## config.mk

```make
export PLATFORM = sky130hd
export DESIGN_NAME = alu_issue_ctrl_flat
export DESIGN_NICKNAME = d
export VERILOG_FILES = /design/src/rtl/alu_issue_ctrl_if.sv /design/src/rtl/alu_issue_ctrl.sv /design/src/flat_wrapper.sv
export SDC_FILE = /design/constraint.sdc
export NUM_CORES = 1
export LEC_CHECK = 0
export CAP_MARGIN = 10
export CORE_MARGIN = 4
export CORE_UTILIZATION = 30
export CTS_BUF_LIST = sky130_fd_sc_hd__clkbuf_4 sky130_fd_sc_hd__clkbuf_8 sky130_fd_sc_hd__clkbuf_16
export DETAILED_ROUTE_END_ITERATION = 8
export PLACE_DENSITY = 0.58
export SLEW_MARGIN = 20
export SYNTH_ARGS = -nofsm -noshare
export SYNTH_HDL_FRONTEND = slang
export SYNTH_SLANG_ARGS = --single-unit
```

## constraint.sdc

```tcl
create_clock -name clk -period 8 [get_ports clk]
set_clock_uncertainty 0.1 [all_clocks]
set_input_delay 0.8 -clock clk [delete_from_list [all_inputs] [get_ports clk]]
set_output_delay 0.8 -clock clk [all_outputs]
set_load 0.03 [all_outputs]
```

## src/rtl/alu_issue_ctrl_if.sv

```systemverilog
// Issue/ALU/debug bundle between an instruction source and alu_issue_ctrl.
// The master side offers instructions, supplies the ALU result and reads debug data.
interface alu_issue_ctrl_if;
  logic        instr_valid;
  logic [16:0] instr;
  logic        instr_ready;
  logic [2:0]  opcode;
  logic [15:0] rs_data;
  logic [15:0] rt_data;
  logic [4:0]  immediate;
  logic [15:0] ALU_out;
  logic        res_valid;
  logic [15:0] res_data;
  logic [2:0]  dbg_addr;
  logic [15:0] dbg_data;

  modport master (
    output instr_valid, instr, ALU_out, dbg_addr,
    input  instr_ready, opcode, rs_data, rt_data, immediate, res_valid, res_data, dbg_data
  );

  modport slave (
    input  instr_valid, instr, ALU_out, dbg_addr,
    output instr_ready, opcode, rs_data, rt_data, immediate, res_valid, res_data, dbg_data
  );
endinterface

```

## src/rtl/alu_issue_ctrl.sv

```systemverilog
// Single-issue ALU controller with an 8x16 register file (IDLE -> EXEC -> DONE).
// Define ALU_ISSUE_BACK2BACK_EN to also accept in DONE, giving one instruction per 2 cycles.
module alu_issue_ctrl (
  input logic             clk,
  input logic             rst,
  alu_issue_ctrl_if.slave bus
);
  typedef enum logic [1:0] {StIdle, StExec, StDone} state_e;

  state_e      state_q;
  logic [15:0] regs_q [8];
  logic [2:0]  opcode_q;
  logic [2:0]  rd_q;
  logic [15:0] rs_data_q;
  logic [15:0] rt_data_q;
  logic [4:0]  imm_q;
  logic [15:0] res_data_q;
  logic        res_valid_q;
  logic        ready;
  logic        accept;

  always_comb begin
`ifdef ALU_ISSUE_BACK2BACK_EN
    ready = !rst && ((state_q == StIdle) || (state_q == StDone));
`else
    ready = !rst && (state_q == StIdle);
`endif
  end

  assign accept = bus.instr_valid & ready;

  always_ff @(posedge clk or posedge rst) begin
    if (rst) begin
      state_q     <= StIdle;
      for (int i = 0; i < 8; i++) regs_q[i] <= '0;
      opcode_q    <= '0;
      rd_q        <= '0;
      rs_data_q   <= '0;
      rt_data_q   <= '0;
      imm_q       <= '0;
      res_data_q  <= '0;
      res_valid_q <= 1'b0;
    end else begin
      res_valid_q <= 1'b0;
      // Accept never coincides with the EXEC write, so operands always see pre-write values.
      if (accept) begin
        opcode_q  <= bus.instr[16:14];
        rd_q      <= bus.instr[13:11];
        rs_data_q <= regs_q[bus.instr[10:8]];
        rt_data_q <= regs_q[bus.instr[7:5]];
        imm_q     <= bus.instr[4:0];
      end
      unique case (state_q)
        StIdle, StDone: state_q <= accept ? StExec : StIdle;
        StExec: begin
          regs_q[rd_q] <= bus.ALU_out;
          res_data_q   <= bus.ALU_out;
          res_valid_q  <= 1'b1;
          state_q      <= StDone;
        end
        default: state_q <= StIdle;
      endcase
    end
  end

  assign bus.instr_ready = ready;
  assign bus.opcode      = opcode_q;
  assign bus.rs_data     = rs_data_q;
  assign bus.rt_data     = rt_data_q;
  assign bus.immediate   = imm_q;
  assign bus.res_valid   = res_valid_q;
  assign bus.res_data    = res_data_q;
  assign bus.dbg_data    = regs_q[bus.dbg_addr];
endmodule
```

## src/flat_wrapper.sv

```systemverilog
// flat-port wrapper written by rule: the top's interface ports become plain ports
module alu_issue_ctrl_flat 
  (clk, rst, bus_instr_valid, bus_instr, bus_ALU_out, bus_dbg_addr, bus_instr_ready, bus_opcode, bus_rs_data, bus_rt_data, bus_immediate, bus_res_valid, bus_res_data, bus_dbg_data);
  alu_issue_ctrl_if bus_i ();
  input logic clk;
  input logic rst;
  input wire logic [$bits(bus_i.instr_valid)-1:0] bus_instr_valid;
  input wire logic [$bits(bus_i.instr)-1:0] bus_instr;
  input wire logic [$bits(bus_i.ALU_out)-1:0] bus_ALU_out;
  input wire logic [$bits(bus_i.dbg_addr)-1:0] bus_dbg_addr;
  output wire logic [$bits(bus_i.instr_ready)-1:0] bus_instr_ready;
  output wire logic [$bits(bus_i.opcode)-1:0] bus_opcode;
  output wire logic [$bits(bus_i.rs_data)-1:0] bus_rs_data;
  output wire logic [$bits(bus_i.rt_data)-1:0] bus_rt_data;
  output wire logic [$bits(bus_i.immediate)-1:0] bus_immediate;
  output wire logic [$bits(bus_i.res_valid)-1:0] bus_res_valid;
  output wire logic [$bits(bus_i.res_data)-1:0] bus_res_data;
  output wire logic [$bits(bus_i.dbg_data)-1:0] bus_dbg_data;
  assign bus_i.instr_valid = bus_instr_valid;
  assign bus_i.instr = bus_instr;
  assign bus_i.ALU_out = bus_ALU_out;
  assign bus_i.dbg_addr = bus_dbg_addr;
  assign bus_instr_ready = bus_i.instr_ready;
  assign bus_opcode = bus_i.opcode;
  assign bus_rs_data = bus_i.rs_data;
  assign bus_rt_data = bus_i.rt_data;
  assign bus_immediate = bus_i.immediate;
  assign bus_res_valid = bus_i.res_valid;
  assign bus_res_data = bus_i.res_data;
  assign bus_dbg_data = bus_i.dbg_data;
  alu_issue_ctrl u_core (.clk(clk), .rst(rst), .bus(bus_i));
endmodule
```

# Word level (Yosys, flattened, before mapping)
# Cells that the tools add are included.
# totals
register_bits	190
output_inout_bits	74
elab_cells	48
# op_classes
magnitude_cmp	5
eq_ne	2
muxes	15
n_bitwise	5
n_reduce_logical	5
# op_table
operator	count
$bmux W16 S3	3
$bwmux W128	1
$mux W16	7
$demux W16 S3	1
$ge A4 B4 Y1 const B	4
$not A3 Y4	4
$lt A4 B1 Y1 const B	1
$pmux W2 S2	1
$eq A2 B1 Y1 const B	1
$eq A2 B2 Y1 const B	1
$logic_and A1 B1 Y1	2
$logic_not A2 Y1	1
$mux W1	2
$reduce_or A2 Y1	1
$and A1 B1 Y1	1
$logic_not A1 Y1	1

# Depth between registers and ports, before layout
# Gate-level depths: netlist (run 1).
# depth
ltp_word	6
ltp_mapped	6
depth_no_buf	4

# Worst setup path after synthesis (run 1)
# OpenSTA, ideal clock, no wires.
# synth_timing
path_kind	input to output
from	input port bus_dbg_addr[0]
to	output port bus_dbg_data[0]
t_arrival_ns	2.188
required_ns	7.100
slack_ns	4.912
cell_stages	4
cell_sequence	clkbuf_1 > buf_2 > mux4_2 > mux2_2
# synth_via
elab_chain_len	4
# synth_rtl
element	line	rtl
from (decl)	flat_wrapper.sv:10	input wire logic [$bits(bus_i.dbg_addr)-1:0] bus_dbg_addr;
$not A3 Y4 (not written as such)	alu_issue_ctrl.sv:73	assign bus.dbg_data = regs_q[bus.dbg_addr];
$bmux W16 S3	alu_issue_ctrl.sv:73	
$mux W16 (not written as such) (2 in series)	alu_issue_ctrl.sv:73	
to (decl)	flat_wrapper.sv:18	output wire logic [$bits(bus_i.dbg_data)-1:0] bus_dbg_data;
# Every way passes these cells. The select of a mux whose other input is x is not followed.

# Worst setup path after layout (run 1)
# layout_timing
from	input port bus_dbg_addr[2]
to	output port bus_dbg_data[11]
# Same word-level chain as after synthesis.

==> results of run 1 <==
-- sequential cells by signal (all words and copies together) (netlist names) --
name and count:
u_core.bus.immediate 5, u_core.rd_q 3, u_core.bus.res_valid 1, u_core.bus.rt_data 16, u_core.bus.rs_data 16, u_core.regs_q 128
u_core.state_q 1, u_core.bus.res_data 16, u_core.bus.opcode 3
-- how the worst max path moves through the flow --
stage | start | endpoint | slack (ns)
6_report | bus_dbg_addr[2] | bus_dbg_data[11] | 4.01
3_3_place_gp | bus_dbg_addr[2] | bus_dbg_data[13] | 4.00
4_1_cts | bus_dbg_addr[2] | bus_dbg_data[13] | 3.99
5_1_grt | bus_dbg_addr[2] | bus_dbg_data[13] | 3.99
3_5_place_dp | bus_dbg_addr[2] | bus_dbg_data[13] | 3.98
2_1_floorplan | rst | u_core.bus.immediate[0]$_DFFE_PP0P_ | 1.96
-- kinds of logic after synthesis --
logic type             count (synthesis)  synth area share
DFF                                  189             0.468
muxes                                315             0.383
AOI/OAI and AO/OA                     96            0.0714
buffers and inverters                 62            0.0323
and+or+nand+nor                      101            0.0452
-- layout make-up --
type                       instances  area, sq um  share of cell area
multi-input combinational        512         5070               0.417
clock inverter                    10          101             0.00835
clock buffer                      22          488              0.0402
inverter                           3         18.8             0.00155
sequential                       189         4730               0.390
timing repair buffer             122         1180              0.0973
tap                              442          553              0.0456
-- power by group --
| part | leakage, nW | switching, mW | total [mW] | internal, mW |
|---|---|---|---|---|
| sequential | 2.31 | 0.382 | 1.74 | 1.36 |
| clock | 0.289 | 0.389 | 0.860 | 0.471 |
| combinational | 2.59 | 0.704 | 1.63 | 0.926 |
-- cells in the final DEF (no fill, tap or decap), types with 2 or more instances in the layout --
master / count
buf_4: 10
buf_2: 3
mux2i_1: 64
clkbuf_8: 4
a22o_1: 32
or4b_1: 2
dfrtp_1: 189
mux2_2: 209
clkinv_2: 2
nor3b_2: 2
o31ai_1: 32
clkdlybuf4s50_1: 109
mux4_2: 32
o22ai_1: 32
inv_6: 3
clkbuf_16: 17
nand2_1: 83
mux2_4: 10
inv_8: 2
clkinvlp_4: 2
-- stage by stage --
step                total power [mW]  utilization  instances  hold WS, ns
finish                          4.24        0.369       1300        0.378
global route                    4.49        0.369       1300        0.403
CTS                             4.27        0.369       1300        0.379
detailed placement              3.39        0.351       1268        0.362
global placement                3.36        0.351       1268        0.361
floorplan                       2.84            -        763        0.409
-- routing by layer --
metal	share of wire	global-route usage
met1	0.45	0.215
met2	0.49	0.263
met3	0.040	0.0268
met4	0.017	0.0492
met5	0.00045	0
-- critical path, stage by stage --
cell,delay (ns)
clkdlybuf4s50_1,1.22
mux2_2,0.45
clkdlybuf4s50_1,0.60
==> results by group, run 1 <==
Logic synthesis
  • Top cells by instance count after synthesis: 209 x mux2_2, 189 x dfrtp_1, 83 x nand2_1
  • Yosys top cell by area: dfrtp_1
  • Count of unique library cells instantiated by Yosys: 28
  • Synth Flop Type: dfrtp_1
  • Post-synthesis cell area: a little over 10000 sq um
  • Number of flops mapped to enable cells by yosys: 0
  • Post-Syn Nets: about 800
  • Post-Syn Area per Cell: 13.2 sq um
  • Seq/Total Area, Yosys: 0.468
  • Yosys warnings: 0
  • Top-count cell post-synth: mux2_2
  • Share of the synthesized area in the top cell type: 0.468
  • Register bit count reported by yosys: roughly 190
  • Synthesized instance count: roughly 760
  • Async set-reset flop share out of synthesis: 1.00
  • Synth top area cells: dfrtp_1 47%, mux2_2 23%, mux4_2 7.1%

Floorplan
  • Rows: 66
  • Initial Utilization: 0.307
  • IO Pins: ~110
  • Die ar.: ~37000 sq um
  • Core Box Area: 32900 sq um
  • Chip height: roughly 190 um
  • Die W: around 190 um

Timing
  • Max Fclk: between 0.2 and 0.3 GHz
  • Final setup fails: 0
  • Max-slew headroom: 0.244
  • Final hold vios: 0
  • TNS Setup: 0 ns
  • Tmin final: approximately 4 ns
  • RSZ-0062 raised after global routing: false
  • Final worst-path cycle share: 0.499
  • Worst slew pin tran: 1.13 ns
  • Final worst setup slack: between 4 and 5 ns
  • Max-slew violations: 0

Worst setup path
  • Worst Setup End Kind: output pin
  • CP arrival: between 3 and 4 ns
  • Worst setup SP type: input port
  • Crit Path Class: in -> out
  • R2r startpoint: u_core.bus.res_valid$_DFF_PP0_
  • CP required: 7.10 ns
  • Crit-path max FO: 16
  • Worst flop-to-flop path endpoint: u_core.regs_q[102]$_DFFE_PP0P_
  • Reg2reg path depth: 3
  • R2R Setup Slk: ~5.5 ns

Pwr
  • Static Leak: between 5 and 6 nW
  • Worst vdd rail ir drop: approximately 170 uV
  • Power Density: 349 nW/um^2

Final layout
  • Filler Cell Count: around 3300
  • Final #Nets: around 880
  • Ant diodes: 0
  • Share of cells above drive strength 1: 0.359
  • Final instance area: about 12000 sq um
  • Area added between synthesis and finish: 20.2%

Hold path
  • Min-Delay Startpoint: u_core.bus.res_data[5]$_DFFE_PP0P_
  • Hold Path Sink: u_core.bus.res_data[5]$_DFFE_PP0P_
  • Hold depth: 2
  • Hold WC Path Type: reg -> reg

GRT
  • Total gr overflow: 0
  • First-pass GRT wire length: ~44000 um
  • Antenna violations before repair: 1
  • Total track usage: 0.159
  • Largest net degree at the start of global routing: 129
  • Vias in the first global route: ~7000

CTS
  • Clk buf depth: 2
  • CTS H-Tree Depth: 4
  • # hold bufs at CTS: 0
  • PostCTS Resize Cnt: 0
  • Post-CTS setup buffer count: 0
  • Root Driver: clkbuf_16
  • Clock-pin slew on the worst setup and hold paths: 0.07 ns
  • Clock sinks: about 190
  • CTS tree: built
  • Inserted Clock Buffers: 17
  • Clock Latency Late Sink: about 0.45 ns

Route
  • 1st-iter DRT viols: 329
  • Final WL: ~29000 um
  • Routed Antenna Nets: 0
  • # DRC: 0
  • Routed vias/inst: 5.14
  • Routed len/inst: ~22 um
  • Drt pass-1 iters: 5
  • DR vias: approximately 6700

Placement
  • I/O Buffers: around 110
  • Pre-CTS worst setup slack: ~4 ns
  • Placed cell area: ~12000 sq um
  • Post-DP HPWL: approximately 17000 um
  • Gpl congestion: about 0.75

Status
  • Status: complete, no violations

Job
  • Max cap viols: 0
(Power assumes the default switching activity.)
==> inputs of run 2 (changes only) <==
==> constraint.sdc (replaced) <==
create_clock -name clk -period 4 [get_ports clk]
set_clock_uncertainty 0.1 [all_clocks]
set_input_delay 0.4 -clock clk [delete_from_list [all_inputs] [get_ports clk]]
set_output_delay 0.4 -clock clk [all_outputs]
set_load 0.03 [all_outputs]
==> results by group, run 2 (synthesis gave the netlist of run 1 again) <==
Floorplan
  • IO Pins: 113 (unchanged)
  • Die ar.: 36700 sq um (unchanged)
  • Core Box Area: 32900 sq um (unchanged)
  • Initial Utilization: 0.307 (unchanged)
  • Rows: 66 (unchanged)
  • Die W: 191 um (unchanged)
  • Chip height: 191 um (unchanged)

Route
  • # DRC: 0 (unchanged)
  • Routed Antenna Nets: 0 (unchanged)
  • Drt pass-1 iters: 5 (unchanged)
  • Routed len/inst: 21.9 um (was 22.1 um)
  • Final WL: 28600 um (was 28800 um)
  • 1st-iter DRT viols: 377 (was 329)
  • DR vias: 6688 (was 6679)
  • Routed vias/inst: 5.12 (was 5.14)

Timing
  • Max-slew violations: 0 (unchanged)
  • Final worst setup slack: 0.852 ns (was 4.01 ns)
  • Max-slew headroom: 0.226 (was 0.244)
  • TNS Setup: 0 ns (unchanged)
  • Final hold vios: 0 (unchanged)
  • RSZ-0062 raised after global routing: false (unchanged)
  • Worst slew pin tran: 1.16 ns (was 1.13 ns)
  • Max Fclk: between 0.3 and 0.4 GHz
  • Final worst-path cycle share: 0.787
  • Min Hold Slack: 0.201 ns (was 0.378 ns)
  • Tmin final: between 3 and 4 ns
  • Final setup fails: 0 (unchanged)

GRT
  • Largest net degree at the start of global routing: 126 (was 129)
  • Total gr overflow: 0 (unchanged)
  • First-pass GRT wire length: 43900 um (was 44400 um)
  • Total track usage: 0.158 (was 0.159)
  • Antenna violations before repair: 0 (was 1)
  • Vias in the first global route: 6913 (was 7002)

Placement
  • Gpl congestion: 0.770 (was 0.748)
  • Post-DP HPWL: 17100 um (was 16900 um)
  • Placed cell area: 11600 sq um (was 11500 sq um)
  • Pre-CTS worst setup slack: 0.859 ns (was 3.98 ns)
  • I/O Buffers: 112 (unchanged)

Worst setup path
  • CP bufs+invs: 3 (was 2)
  • Max incr delay on CP: 0.61 ns (was 1.22 ns)
  • CP Cell Sequence: clkdlybuf4s50_1 > buf_4 > mux4_2 > mux2_2 > clkdlybuf4s50_1 (was clkdlybuf4s50_1 > mux2_2 > clkdlybuf4s50_1)
  • CP arrival: 2.65 ns (was 3.09 ns)
  • Crit Path Class: in -> out (unchanged)
  • Top Family by Delay on Critical Path: buffers and inverters (unchanged)
  • Worst setup SP type: input port (unchanged)
  • Slowest CP cell: clkdlybuf4s50_1 (unchanged)
  • Worst Setup End Kind: output pin (unchanged)
  • Most used cell, CP: clkdlybuf4s50_1 (unchanged)
  • CP required: 3.50 ns (was 7.10 ns)
  • Crit-path max FO: 32 (was 16)

Final layout
  • Most common cell after layout, fill and taps aside: mux2_2 (unchanged)
  • Area added between synthesis and finish: 21.1% (was 20.2%)
  • Final instance area: 12200 sq um (was 12100 sq um)
  • Share of cells above drive strength 1: 0.360 (was 0.359)
  • Ant diodes: 0 (unchanged)
  • Most frequent cells in the layout: 209 x mux2_2, 189 x dfrtp_1, 109 x clkdlybuf4s50_1, 83 x nand2_1, 64 x mux2i_1 (unchanged)
  • Most flop-heavy register: u_core.regs_q (unchanged)
  • Final #Nets: 892 (was 884)
  • Max FFs per register: 128 (unchanged)

CTS
  • Inserted Clock Buffers: 17 (unchanged)
  • Clock sinks: 189 (unchanged)
  • CTS H-Tree Depth: 4 (unchanged)
  • Clk buf depth: 2 (unchanged)
  • Root Driver: clkbuf_16 (unchanged)
  • Clock-pin slew on the worst setup and hold paths: 0.07 ns (about the same)
  • Post-CTS setup buffer count: 0 (unchanged)
  • PostCTS Resize Cnt: 0 (unchanged)
  • Clock Latency Late Sink: 0.44 ns (was 0.45 ns)
  • # hold bufs at CTS: 0 (unchanged)
  • CTS tree: built (unchanged)

Hold path
  • Hold WC Path Type: in -> async (was reg -> reg)

Status
  • Status: complete, no violations (unchanged)

Job
  • Max cap viols: 0 (unchanged)

Pwr
  • Worst vdd rail ir drop: 251 uV (was 168 uV)
  • Power Density: 694 nW/um^2 (was 349 nW/um^2)
  • Pwr Total: 8.49 mW (was 4.24 mW)
  • Static Leak: 5.24 nW (was 5.20 nW)
run 2: cell types whose count changed in the layout (fill, tap and decap cells not counted), sizes merged:
cell      previous run  this run
buf                 13        21
bufinv               1         2
clkbuf              22        20
clkinvlp             2         3
inv                  6         5
run 2: report_power, final:
group	switching [mW]	internal (mW)
Sequential	0.767	2.73
Combinational	1.40	1.86
Clock	0.770	0.967
run 2: area by class of cell:
class,instances,area (sq um)
fillers,3211,20600
multi-input cells,512,5050
flip-flops and latches,189,4730
repair buffers,130,1290
well taps,442,553
clock buffers,20,460
clock inverters,11,131
inverters,3,15.0
run 2: routing by layer:
layer,vias up,global-route usage,routed length [um]
met4,0,0.0417,530
met1,3480,0.218,13400
met3,27,0.0305,1000
met5,-,0,0
met2,137,0.256,13700
li1,3044,-,-
run 2: path summary, 6_finish.rpt:
path	start	to	slack, ns	cells past startpoint
max	bus_dbg_addr[1]	bus_dbg_data[11]	0.85	5
max reg2reg	u_core.bus.res_valid$_DFF_PP0_	u_core.regs_q[102]$_DFFE_PP0P_	1.59	3
min reg2reg	u_core.bus.rt_data[14]$_DFFE_PP0P_	u_core.bus.rt_data[14]$_DFFE_PP0P_	0.38	2
min in group clk	u_core.bus.rt_data[14]$_DFFE_PP0P_	u_core.bus.rt_data[14]$_DFFE_PP0P_	0.38	2
min	rst	u_core.bus.immediate[4]$_DFFE_PP0P_	0.20	2
max in group asynchronous	rst	u_core.regs_q[39]$_DFFE_PP0P_	2.60	3
run 2: per-stage QoR:
| stage | std cells | utilization |
|---|---|---|
| floorplan | 763 | - |
| detailed placement | 1276 | 0.354 |
| CTS | 1307 | 0.372 |
| global route | 1307 | 0.372 |
| finish | 1307 | 0.372 |
| global placement | 1276 | 0.354 |
run 2: worst reg2reg max path, cell delays in order, from the launching register on:
cell,delay (ns)
dfrtp_1,0.42
nand2b_4,0.25
or4b_1,1.03
mux2_2,0.49
==> inputs of run 3 (changes only) <==
--- a/config.mk
+++ b/config.mk
@@ -10,7 +10,7 @@
 export CORE_UTILIZATION = 30
 export CTS_BUF_LIST = sky130_fd_sc_hd__clkbuf_4 sky130_fd_sc_hd__clkbuf_8 sky130_fd_sc_hd__clkbuf_16
 export DETAILED_ROUTE_END_ITERATION = 8
-export PLACE_DENSITY = 0.58
+export PLACE_DENSITY = 0.6
 export SLEW_MARGIN = 20
 export SYNTH_ARGS = -nofsm -noshare
 export SYNTH_HDL_FRONTEND = slang
==> constraint.sdc (replaced) <==
create_clock -name clk -period 2.6 [get_ports clk]
set_clock_uncertainty 0.1 [all_clocks]
set_input_delay 0.26 -clock clk [delete_from_list [all_inputs] [get_ports clk]]
set_output_delay 0.26 -clock clk [all_outputs]
set_load 0.03 [all_outputs]
==> results by group, run 3 (synthesis gave the netlist of run 1 again) <==
Final layout
  • Register area: 4730 sq um (unchanged)
  • Most common cell after layout, fill and taps aside: mux2_2 (unchanged)
  • Share of cells above drive strength 1: 0.383 (was 0.360)
  • Multi-input logic area: 5050 sq um (about the same)
  • Filler Cell Count: 3188 (was 3211)
  • Most flop-heavy register: u_core.regs_q (unchanged)
  • Ant diodes: 0 (unchanged)
  • Final #Nets: 900 (was 892)
  • Max FFs per register: 128 (unchanged)
  • Most frequent cells in the layout: 209 x mux2_2, 189 x dfrtp_1, 93 x clkdlybuf4s50_1, 83 x nand2_1, 64 x mux2i_1 (was 209 x mux2_2, 189 x dfrtp_1, 109 x clkdlybuf4s50_1, 83 x nand2_1, 64 x mux2i_1)
  • Area added between synthesis and finish: 22.2% (was 21.1%)
  • Utilization after layout: 0.375 (was 0.372)

Worst setup path
  • CP required: 2.24 ns (was 3.50 ns)
  • Worst flop-to-flop path endpoint: u_core.regs_q[81]$_DFFE_PP0P_ (was u_core.regs_q[102]$_DFFE_PP0P_)
  • Worst setup SP type: input port (unchanged)
  • R2r startpoint: u_core.bus.res_valid$_DFF_PP0_ (unchanged)
  • CP Cell Sequence: clkdlybuf4s50_1 > buf_12 > mux4_2 > mux2_2 > buf_4 (was clkdlybuf4s50_1 > buf_4 > mux4_2 > mux2_2 > clkdlybuf4s50_1)
  • R2R Setup Slk: 0.57 ns (was 1.59 ns)
  • CP arrival: 1.86 ns (was 2.65 ns)
  • Crit-path max FO: 32 (unchanged)
  • Max incr delay on CP: 0.51 ns (was 0.61 ns)
  • Reg2reg path depth: 4 (was 3)
  • Slowest CP cell: clkdlybuf4s50_1 (unchanged)
  • Worst Setup End Kind: output pin (unchanged)
  • Crit Path Class: in -> out (unchanged)

Pwr
  • Static Leak: 5.32 nW (was 5.24 nW)
  • Power Density: 1060 nW/um^2 (was 694 nW/um^2)
  • Pwr Total: 13.1 mW (was 8.49 mW)
  • Worst vdd rail ir drop: 546 uV (was 251 uV)

CTS
  • CTS H-Tree Depth: 4 (unchanged)
  • Inserted Clock Buffers: 17 (unchanged)
  • Clock Latency Late Sink: 0.43 ns (was 0.44 ns)
  • # hold bufs at CTS: 0 (unchanged)
  • CTS tree: built (unchanged)
  • PostCTS Resize Cnt: 0 (unchanged)
  • Clock-pin slew on the worst setup and hold paths: 0.08 ns (was 0.07 ns)
  • Clk buf depth: 2 (unchanged)
  • Root Driver: clkbuf_16 (unchanged)
  • Clock sinks: 189 (unchanged)
  • Post-CTS setup buffer count: 0 (unchanged)

GRT
  • First-pass GRT wire length: 44100 um (was 43900 um)
  • Antenna violations before repair: 1 (was 0)
  • Total track usage: 0.158 (about the same)
  • Total gr overflow: 0 (unchanged)
  • Largest net degree at the start of global routing: 73 (was 126)
  • Vias in the first global route: 7149 (was 6913)

Timing
  • Worst slew pin tran: 0.484 ns (was 1.16 ns)
  • TNS Setup: 0 ns (unchanged)
  • Final worst-path cycle share: 0.853
  • Tmin final: around 2.2 ns
  • Final hold vios: 0 (unchanged)
  • RSZ-0062 raised after global routing: false (unchanged)
  • Max-slew violations: 0 (unchanged)
  • Final setup fails: 0 (unchanged)
  • Max-slew headroom: 0.678 (was 0.226)
  • Max Fclk: around 0.45 GHz

Hold path
  • Hold WC Path Type: in -> async (unchanged)

Route
  • DR vias: 6810 (was 6688)
  • Routed len/inst: 21.6 um (was 21.9 um)
  • 1st-iter DRT viols: 404 (was 377)
  • Final WL: 28400 um (was 28600 um)
  • Routed Antenna Nets: 0 (unchanged)
  • Routed vias/inst: 5.17 (was 5.12)
  • # DRC: 0 (unchanged)
  • Drt pass-1 iters: 6 (was 5)

Floorplan
  • Die ar.: 36700 sq um (unchanged)
  • Core Box Area: 32900 sq um (unchanged)
  • Initial Utilization: 0.307 (unchanged)
  • Rows: 66 (unchanged)
  • Die W: 191 um (unchanged)
  • Chip height: 191 um (unchanged)
  • IO Pins: 113 (unchanged)

Placement
  • Gpl congestion: 0.789 (was 0.770)
  • Post-DP HPWL: 17500 um (was 17100 um)
  • I/O Buffers: 112 (unchanged)

Job
  • Max cap viols: 0 (unchanged)

Status
  • Status: complete, no violations (unchanged)
[run 3: cell count changes in the layout (fill, tap and decap cells not counted), sizes merged]
| cell | delta |
|---|---|
| clkbuf | -2 |
| buf | +24 |
| inv | +2 |
| clkinvlp | +1 |
| clkdlybuf4s50 | -16 |
[run 3: layer usage]
metal,share of wire,wire length [um],up-vias,GRT usage
li1,-,-,3068,-
met1,0.45,12900,3534,0.208
met2,0.49,13900,167,0.267
met3,0.037,1050,39,0.0256
met4,0.019,544,2,0.0500
met5,0.00046,13,-,0
[run 3: worst max path at each step]
stage / end / depth (start not counted) / from / slack, ns
3_3_place_gp: bus_dbg_data[13] / 5 / bus_dbg_addr[1] / 0.40
4_1_cts: bus_dbg_data[13] / 5 / bus_dbg_addr[1] / 0.37
2_1_floorplan: u_core.bus.immediate[0]$_DFFE_PP0P_ / 1 / rst / -0.19
6_report: bus_dbg_data[9] / 5 / bus_dbg_addr[1] / 0.38
3_5_place_dp: bus_dbg_data[13] / 5 / bus_dbg_addr[1] / 0.37
5_1_grt: bus_dbg_data[13] / 5 / bus_dbg_addr[1] / 0.33
[run 3: cell type report]
cell class,instances,share of cell area
clock buffers,18,0.0356
clock inverters,14,0.0145
inverters,3,0.00122
multi-input cells,512,0.409
flip-flops and latches,189,0.383
well taps,442,0.0448
repair buffers,138,0.111
[run 3: per-stage QoR]
step,setup WS [ns],hold WS (ns),area (sq um),std cells
after floorplan,-0.194,0.265,10100,763
after global routing,0.335,0.327,12300,1316
after CTS,0.367,0.280,12300,1316
after detailed placement,0.370,0.366,11700,1284
after global placement,0.400,0.360,11700,1284
final,0.382,0.278,12300,1316
[run 3: critical path, delay by kind of cell]
kind                   cells  cell delay, ns
buffers and inverters      3            0.93
muxes                      2            0.65
[run 3: where the power goes]
part | switching (mW) | internal, mW | leakage, nW
clock network | 1.25 | 1.49 | 0.294
registers | 1.20 | 4.19 | 2.31
logic | 2.15 | 2.82 | 2.72
